--- src/rtl/subtr_pkg.sv ---
// Shared constants and types for the subtractor result stage.
// Flag vector layout is {ovf, borrow, neg, zero}.
package subtr_pkg;

  localparam int SUBTR_W    = 4;

  localparam int FLG_ZERO   = 0;
  localparam int FLG_NEG    = 1;
  localparam int FLG_BORROW = 2;
  localparam int FLG_OVF    = 3;

  typedef logic [3:0] flags_t;

endpackage

--- src/rtl/subtr_flag_gen.sv ---
// Combinational flag derivation from the subtractor sum and carry vector.
// The subtractor computes A + ~B + 1, so a missing carry-out means a borrow.
module subtr_flag_gen
  import subtr_pkg::*;
(
  input  logic [SUBTR_W-1:0] s,
  input  logic [SUBTR_W-1:0] c,
  output flags_t             flags
);

  // Only the top two carries matter for borrow and signed overflow.
  logic unused_low_carries;
  assign unused_low_carries = ^c[1:0];

  always_comb begin
    flags              = '0;
    flags[FLG_ZERO]    = (s == '0);
    flags[FLG_NEG]     = s[SUBTR_W-1];
    flags[FLG_BORROW]  = ~c[SUBTR_W-1];
    flags[FLG_OVF]     = c[SUBTR_W-1] ^ c[SUBTR_W-2];
  end

endmodule

--- src/rtl/subtr_result_stage.sv ---
// Registered result stage: flags computed at push time, 2-entry FIFO, valid/ready out.
// Optional sticky overflow flag enabled by defining SUBTR_RES_STICKY_EN.
module subtr_result_stage
  import subtr_pkg::*;
#(
  parameter int DEPTH = 2
) (
  input  logic               clk,
  input  logic               rst_n,
  input  logic               in_valid,
  output logic               in_ready,
  input  logic [SUBTR_W-1:0] s,
  input  logic [SUBTR_W-1:0] c,
  output logic               out_valid,
  input  logic               out_ready,
  output logic [SUBTR_W-1:0] out_s,
  output flags_t             out_flags,
  output logic               sticky_ovf,
  input  logic               sticky_clr
);

  flags_t             in_flags;
  logic [SUBTR_W-1:0] s_q [2];
  flags_t             flags_q [2];
  logic               wr_ptr_q;
  logic               rd_ptr_q;
  logic [1:0]         count_q;
  logic [1:0]         count_d;
  logic               push;
  logic               pop;

  subtr_flag_gen u_flag_gen (
    .s     (s),
    .c     (c),
    .flags (in_flags)
  );

  // Ready depends only on the registered count, never on out_ready.
  assign in_ready  = (count_q != 2'(DEPTH));
  assign out_valid = (count_q != 2'd0);
  assign push      = in_valid && in_ready;
  assign pop       = out_valid && out_ready;

  always_comb begin
    count_d = count_q;
    if (push && !pop) begin
      count_d = count_q + 2'd1;
    end else if (pop && !push) begin
      count_d = count_q - 2'd1;
    end
  end

  always_ff @(posedge clk or negedge rst_n) begin
    if (!rst_n) begin
      wr_ptr_q <= 1'b0;
      rd_ptr_q <= 1'b0;
      count_q  <= 2'd0;
    end else begin
      if (push) wr_ptr_q <= ~wr_ptr_q;
      if (pop)  rd_ptr_q <= ~rd_ptr_q;
      count_q <= count_d;
    end
  end

  for (genvar gi = 0; gi < 2; gi++) begin : g_entry
    always_ff @(posedge clk or negedge rst_n) begin
      if (!rst_n) begin
        s_q[gi]     <= '0;
        flags_q[gi] <= '0;
      end else if (push && (wr_ptr_q == 1'(gi))) begin
        s_q[gi]     <= s;
        flags_q[gi] <= in_flags;
      end
    end
  end

  assign out_s     = s_q[rd_ptr_q];
  assign out_flags = flags_q[rd_ptr_q];

`ifdef SUBTR_RES_STICKY_EN
  logic sticky_q;
  logic sticky_d;

  // A new overflow in the same cycle as a clear keeps the flag set.
  always_comb begin
    sticky_d = sticky_q;
    if (sticky_clr)                   sticky_d = 1'b0;
    if (push && in_flags[FLG_OVF])    sticky_d = 1'b1;
  end

  always_ff @(posedge clk or negedge rst_n) begin
    if (!rst_n) sticky_q <= 1'b0;
    else        sticky_q <= sticky_d;
  end

  assign sticky_ovf = sticky_q;
`else
  logic unused_sticky_clr;
  assign unused_sticky_clr = sticky_clr;
  assign sticky_ovf        = 1'b0;
`endif

endmodule

--- config.mk ---
export PLATFORM = sky130hd
export DESIGN_NAME = subtr_result_stage
export DESIGN_NICKNAME = d
export VERILOG_FILES = /design/src/rtl/subtr_pkg.sv /design/src/rtl/subtr_flag_gen.sv /design/src/rtl/subtr_result_stage.sv
export SDC_FILE = /design/constraint.sdc
export NUM_CORES = 1
export LEC_CHECK = 0
export ABC_CLOCK_PERIOD_IN_PS = 1600
export CORE_MARGIN = 4
export CORE_UTILIZATION = 46
export DETAILED_ROUTE_END_ITERATION = 8
export PLACE_DENSITY = 0.84
export SYNTH_ARGS = -nofsm -noshare
export SYNTH_HDL_FRONTEND = slang
export SYNTH_SLANG_ARGS = --single-unit
--- constraint.sdc ---
create_clock -name clk -period 1.6 [get_ports clk]
set_input_delay 0.32 -clock clk [delete_from_list [all_inputs] [get_ports clk]]
set_output_delay 0.32 -clock clk [all_outputs]
set_load 0.02 [all_outputs]
; ---- Yosys cells after proc, flatten, opt, wreduce, memory -nomap -nowiden
; Index checks and enable logic that the tools add are counted.
[op_classes]
add_sub_neg = 2
n_eq_ne = 1
n_mux = 8
n_reduce_logical = 11
order_cmp = 1
bitwise = 5
[ops]
columns = op, count
row1 = 4-bit 2-to-1 mux, 6
row2 = 1-bit logical AND, 6
row3 = 4-bit zero test, 1
row4 = 2-bit 2-to-1 mux, 2
row5 = 2-bit nonzero test, 2
row6 = 1-bit inverter, 3
row7 = 2-bit by 1-bit adder with 2-bit output (second input constant), 1
row8 = 2-bit greater-or-equal comparator (second input constant), 1
row9 = 1-bit zero test, 2
row10 = 2-bit inequality test (second input constant), 1
row11 = 1-bit inverter with 2-bit output, 1
row12 = 2-bit by 1-bit subtractor with 2-bit output (second input constant), 1
row13 = 1-bit XOR, 1
[totals]
in_bits = 13
regBits = 20
wordCells = 35

; ---- Longest topological paths before layout
[depth]
ltp_word = 6
ltp_mapped = 6
ltp_nobuf = 6

; ---- Cells and area by module
; Synthesis repeated with hierarchy kept, for this count alone.
[unflattened]
hier_cells = 66
hier_area_um2 = 1013.5
[by_module_without_submodules]
columns = module, seq_area_each_um2, instances, area_each_um2, cells_per_inst
row1 = subtr_result_stage, 500.5, 1, 980.9, 62
row2 = subtr_flag_gen, 0.0, 1, 32.5, 4

; ---- Least setup slack after synthesis
; No wires, ideal clock.
[synth_timing]
path_kind = flip-flop to flip-flop
startpoint = reg count_q[0]
endpoint = reg count_q[1]
stages_incl_launch_ff = 7
required_time_ps = 1474
t_arrival_ps = 1354
path_buffers = 0
slack_ps = 120
path_cell_list = dfrtp_1 > or2_2 > nand2_1 > ha_1 > xor2_1 > nor2_1 > xor2_1
[synth_between]
elab_chain_len = 5
elab_cells_between_ends = 13
cone_classes = add/sub (2) / eq/ne (1) / mux (2) / reduce/logical (8)
[synth_rtl]
columns = element, line
row1 = start: declaration, subtr_result_stage.sv:27  ; logic [1:0] count_q;
row2 = start signal: assignment, subtr_result_stage.sv:61  ; count_q <= count_d;
row3 = 2-bit nonzero test *, subtr_result_stage.sv:40  ; assign out_valid = (count_q != 2'd0);
row4 = named net out_valid, subtr_result_stage.sv:14  ; output logic out_valid,
row5 = 1-bit logical AND *, subtr_result_stage.sv:42  ; assign pop = out_valid && out_ready;
row6 = 1-bit zero test, subtr_result_stage.sv:46  ; if (push && !pop) begin
row7 = 1-bit logical AND, subtr_result_stage.sv:46
row8 = 2-bit 2-to-1 mux / 2-bit nonzero test (equally long branches), n/a
; Mark *: on every way through the listed nets, which the timed path passes. The rest lies on a longest branch. The select of a mux whose other input is x is not followed.
; A chain may end at the register's enable or synchronous reset.

; ---- Worst setup path in the final report
[layout_timing]
startpoint = reg rd_ptr_q
endpoint = out out_s[3]
[layout_between]
elab_chain_len = 4
[layout_rtl]
columns = element, line
row1 = start: declaration, subtr_result_stage.sv:26  ; logic rd_ptr_q;
row2 = start signal: assignment, subtr_result_stage.sv:60  ; if (pop) rd_ptr_q <= ~rd_ptr_q;
row3 = 1-bit inverter with 2-bit output (implied by the code), subtr_result_stage.sv:77  ; assign out_s = s_q[rd_ptr_q];
row4 = 4-bit 2-to-1 mux (implied by the code) (3 in series), subtr_result_stage.sv:77
row5 = end: declaration, subtr_result_stage.sv:16  ; output logic [SUBTR_W-1:0] out_s,
; Every way passes these cells. The select of a mux whose other input is x is not followed.

==> results.rst <==
.. list-table::
   :header-rows: 1

   * - Metric
     - Value
   * - PortBufs
     - 19
   * - Maximum vdd drop
     - 1190 uV
   * - Clock insertion delay at the later pin of the skew report
     - 290 ps
   * - Count of cell types in the netlist
     - 21
   * - Count of yosys warnings during synthesis
     - 0
   * - Required time of the worst setup path
     - 1280 ps
   * - Sum Neg Setup Slack
     - -61.6 ps
   * - First-iteration detailed-routing DRC count
     - 0
   * - Commonest cells after routing, fill and taps aside
     - 17 x sky130_fd_sc_hd__dfrtp_1, 11 x sky130_fd_sc_hd__mux2_2, 9 x sky130_fd_sc_hd__clkdlybuf4s50_1
   * - Clock buffer depth
     - 2
   * - Remaining global-route overflow
     - 0
   * - Arrival time of the worst setup path
     - 1300 ps
   * - Final weighted congestion in routability-driven placement
     - 0.692
   * - Leakage dissipation
     - 0.556 nW
   * - Number of routed nets with antenna violations
     - 0
   * - Layout Cell Area excl Fill
     - 1170 um^2
   * - Total GRT Usage
     - 13.2%
   * - Period utilization
     - 101%
   * - Routed length per instance
     - 13.6 um
   * - Endpoint type of the worst setup path
     - output port
   * - Antenna cell count
     - 0
   * - Type of the tightest min-delay check
     - input port to asynchronous set/reset pin
   * - CTS tree
     - done
   * - Clock buffer count from CTS
     - 3
   * - Startpoint class of the critical path
     - flop
   * - Total placed instance area
     - 1110 um^2
   * - Vias after detailed routing
     - 545
   * - Post-synthesis average cell area
     - 14.1 um^2
   * - Cells after Synth
     - 62
   * - CP max stage cell
     - sky130_fd_sc_hd__dfrtp_2
   * - Count of filler cells inserted in the layout
     - 150
   * - Result of the run
     - complete, but fails checks
   * - Die H
     - 51.6 um
   * - Failing checks
     - negative setup slack
   * - Via/cell ratio
     - 4.74
   * - Most common cell after layout, fill and taps aside
     - sky130_fd_sc_hd__dfrtp_1
   * - Row count
     - 15
   * - Largest net degree at the start of global routing
     - 19
   * - Max Slew Vio Count
     - 0
   * - Worst-path maximum fanout
     - 5
   * - Time the worst path needs with I/O delays and setup
     - 1620 ps
   * - Library cell used as clock root buffer
     - sky130_fd_sc_hd__clkbuf_4
   * - Layout Utilization
     - 66.3%
   * - Setup repair after global routing missed its margin
     - true
   * - Largest stage delay on the critical path
     - 440 ps
   * - Initial antenna violation count
     - 0
   * - Number of design rule violations left after detail routing
     - 0
   * - Highest clock frequency the design can meet
     - 617 MHz
   * - Via count of the first global-routing pass
     - 574
   * - Cell area power density
     - 2180 nW/um^2
   * - Final Hold Violating Endpoints
     - 0
   * - Worst Reg-to-Reg Cells
     - 6
   * - Count of max-cap constraint violations
     - 0
   * - Die outline area
     - 2670 um^2
   * - Fraction of the yosys area taken by sequential cells
     - 51.4%
   * - Synth Register Bits
     - 18
   * - Fin nets
     - 105
   * - Wire length of the first global-routing pass
     - 2520 um
   * - Total wire length
     - 1560 um
   * - Final setup violation count
     - 6
   * - Number of clock sinks
     - 18
   * - Half-perimeter wire length after placement
     - 1140 um
   * - Most frequent CP cell
     - sky130_fd_sc_hd__buf_6
   * - Final worst clock skew
     - 1.92 ps
   * - Number of placed I/O pins
     - 24
   * - Cell-by-cell listing of the critical path
     - buf_6, mux2_4, buf_6
   * - Combined area of all synthesized cells
     - 876 um^2
   * - Smallest setup slack after layout
     - -19.7 ps
   * - Layout overhead on the synthesized area
     - 33.6%
   * - Worst Setup Path Type
     - flop to output port
   * - CTS HTree Levels
     - 1
   * - Placeable Area
     - 1760 um^2
   * - Initial core utilization
     - 49.6%
   * - Number of nets produced by synthesis
     - 76
   * - Die extent in x
     - 51.6 um
   * - First-pass DRT Iterations
     - 1
   * - Clock slew at the register clock pins of the worst setup and hold paths
     - 100 ps
   * - Share of cells above drive strength 1
     - 52.2%
repair_timing:
| item | in CTS | in global routing |
|---|---|---|
| hold buffers | 0 | 0 |
| endpoints found under the setup margin | 10 | 9 |
| gates resized for setup | 38 | 19 |
| buffers inserted | 2 | 1 |
| endpoints found under the hold margin | 0 | 0 |
flip-flops by register name, indices dropped and copies added, names as in the netlist:
name      flops
flags_q       8
s_q           6
rd_ptr_q      1
count_q       2
wr_ptr_q      1
worst paths after layout:
kind                                 start          to  slack [ps]
worst min register to register  count_q[1]  count_q[1]         490
worst max-delay path              rd_ptr_q    out_s[3]         -20
max in group asynchronous            rst_n    rd_ptr_q        1040
min in group clk                count_q[1]  count_q[1]         490
worst max register to register  count_q[0]  count_q[1]         130
worst min-delay path                 rst_n      s_q[5]         350
Yosys cell counts:
cell type                  number  area, um^2
sky130_fd_sc_hd__and2_2         1        7.51
sky130_fd_sc_hd__and3_4         1        11.3
sky130_fd_sc_hd__buf_2          1        5.00
sky130_fd_sc_hd__buf_4          2        15.0
sky130_fd_sc_hd__buf_6          1        11.3
sky130_fd_sc_hd__conb_1         1        3.75
sky130_fd_sc_hd__dfrtp_1       18         450
sky130_fd_sc_hd__ha_1           1        12.5
sky130_fd_sc_hd__inv_1          2        7.51
sky130_fd_sc_hd__mux2_2        12         135
sky130_fd_sc_hd__mux2_4         6        90.1
sky130_fd_sc_hd__mux2i_1        2        20.0
sky130_fd_sc_hd__nand2_1        2        7.51
sky130_fd_sc_hd__nand2b_4       1        13.8
sky130_fd_sc_hd__nand3b_2       1        11.3
sky130_fd_sc_hd__nor2_1         1        3.75
sky130_fd_sc_hd__nor4_1         1        6.26
sky130_fd_sc_hd__o21ai_0        1        5.00
sky130_fd_sc_hd__or2_2          1        6.26
sky130_fd_sc_hd__xnor2_1        2        17.5
sky130_fd_sc_hd__xor2_1         4        35.0
report_power, final:
part,internal [mW],switching [mW]
combinational,0.841,0.627
clock,0.139,0.133
sequential,0.682,0.127
cell type report:
class	count	area, um^2	area share, %
clock buffer	4	36.3	3.10
inverter	2	7.51	0.642
sequential	18	452	38.6
multi-input combinational	38	390	33.4
tap	25	31.3	2.67
timing repair buffer	28	253	21.6
per-stage QoR:
stage	worst slack [ps]	total power [mW]	hold slack (ps)	std cells
after floorplan	120	1.72	24.4	62
after global placement	-181	2.18	475	108
after detailed placement	-182	2.22	477	108
after CTS	-18.8	2.38	357	114
after global routing	-56.5	2.70	363	115
final	-19.7	2.55	351	115
layer usage:
layer	part of all wire, %	vias up	global-route usage, %
met1	42	262	14.8
met4	2.3	0	7.86
met3	5.7	4	3.15
li1	-	262	-
met2	50	17	22.7
met5	0	-	0
critical path, delay by kind of cell, from the launching register on:
family                 cells  cell delay [ps]
buffers and inverters      2              270
multiplexers               1              300
flip-flops                 1              440
logic make-up (layout without fill, tap and decap cells):
family / count (synthesis) / in the layout / share of synthesized area (%)
muxes: 20 / 20 / 28.0
DFF: 18 / 18 / 51.4
and+or+nand+nor: 9 / 9 / 7.71
xor gates and xnor gates: 6 / 6 / 6.00
buffers and inverters: 6 / 34 / 4.43
adders and majority gates: 1 / 1 / 1.43
other: 1 / 1 / 0.428
AOI/OAI and AO/OA: 1 / 1 / 0.571
No activity file was read; power rests on OpenSTA's default activity.
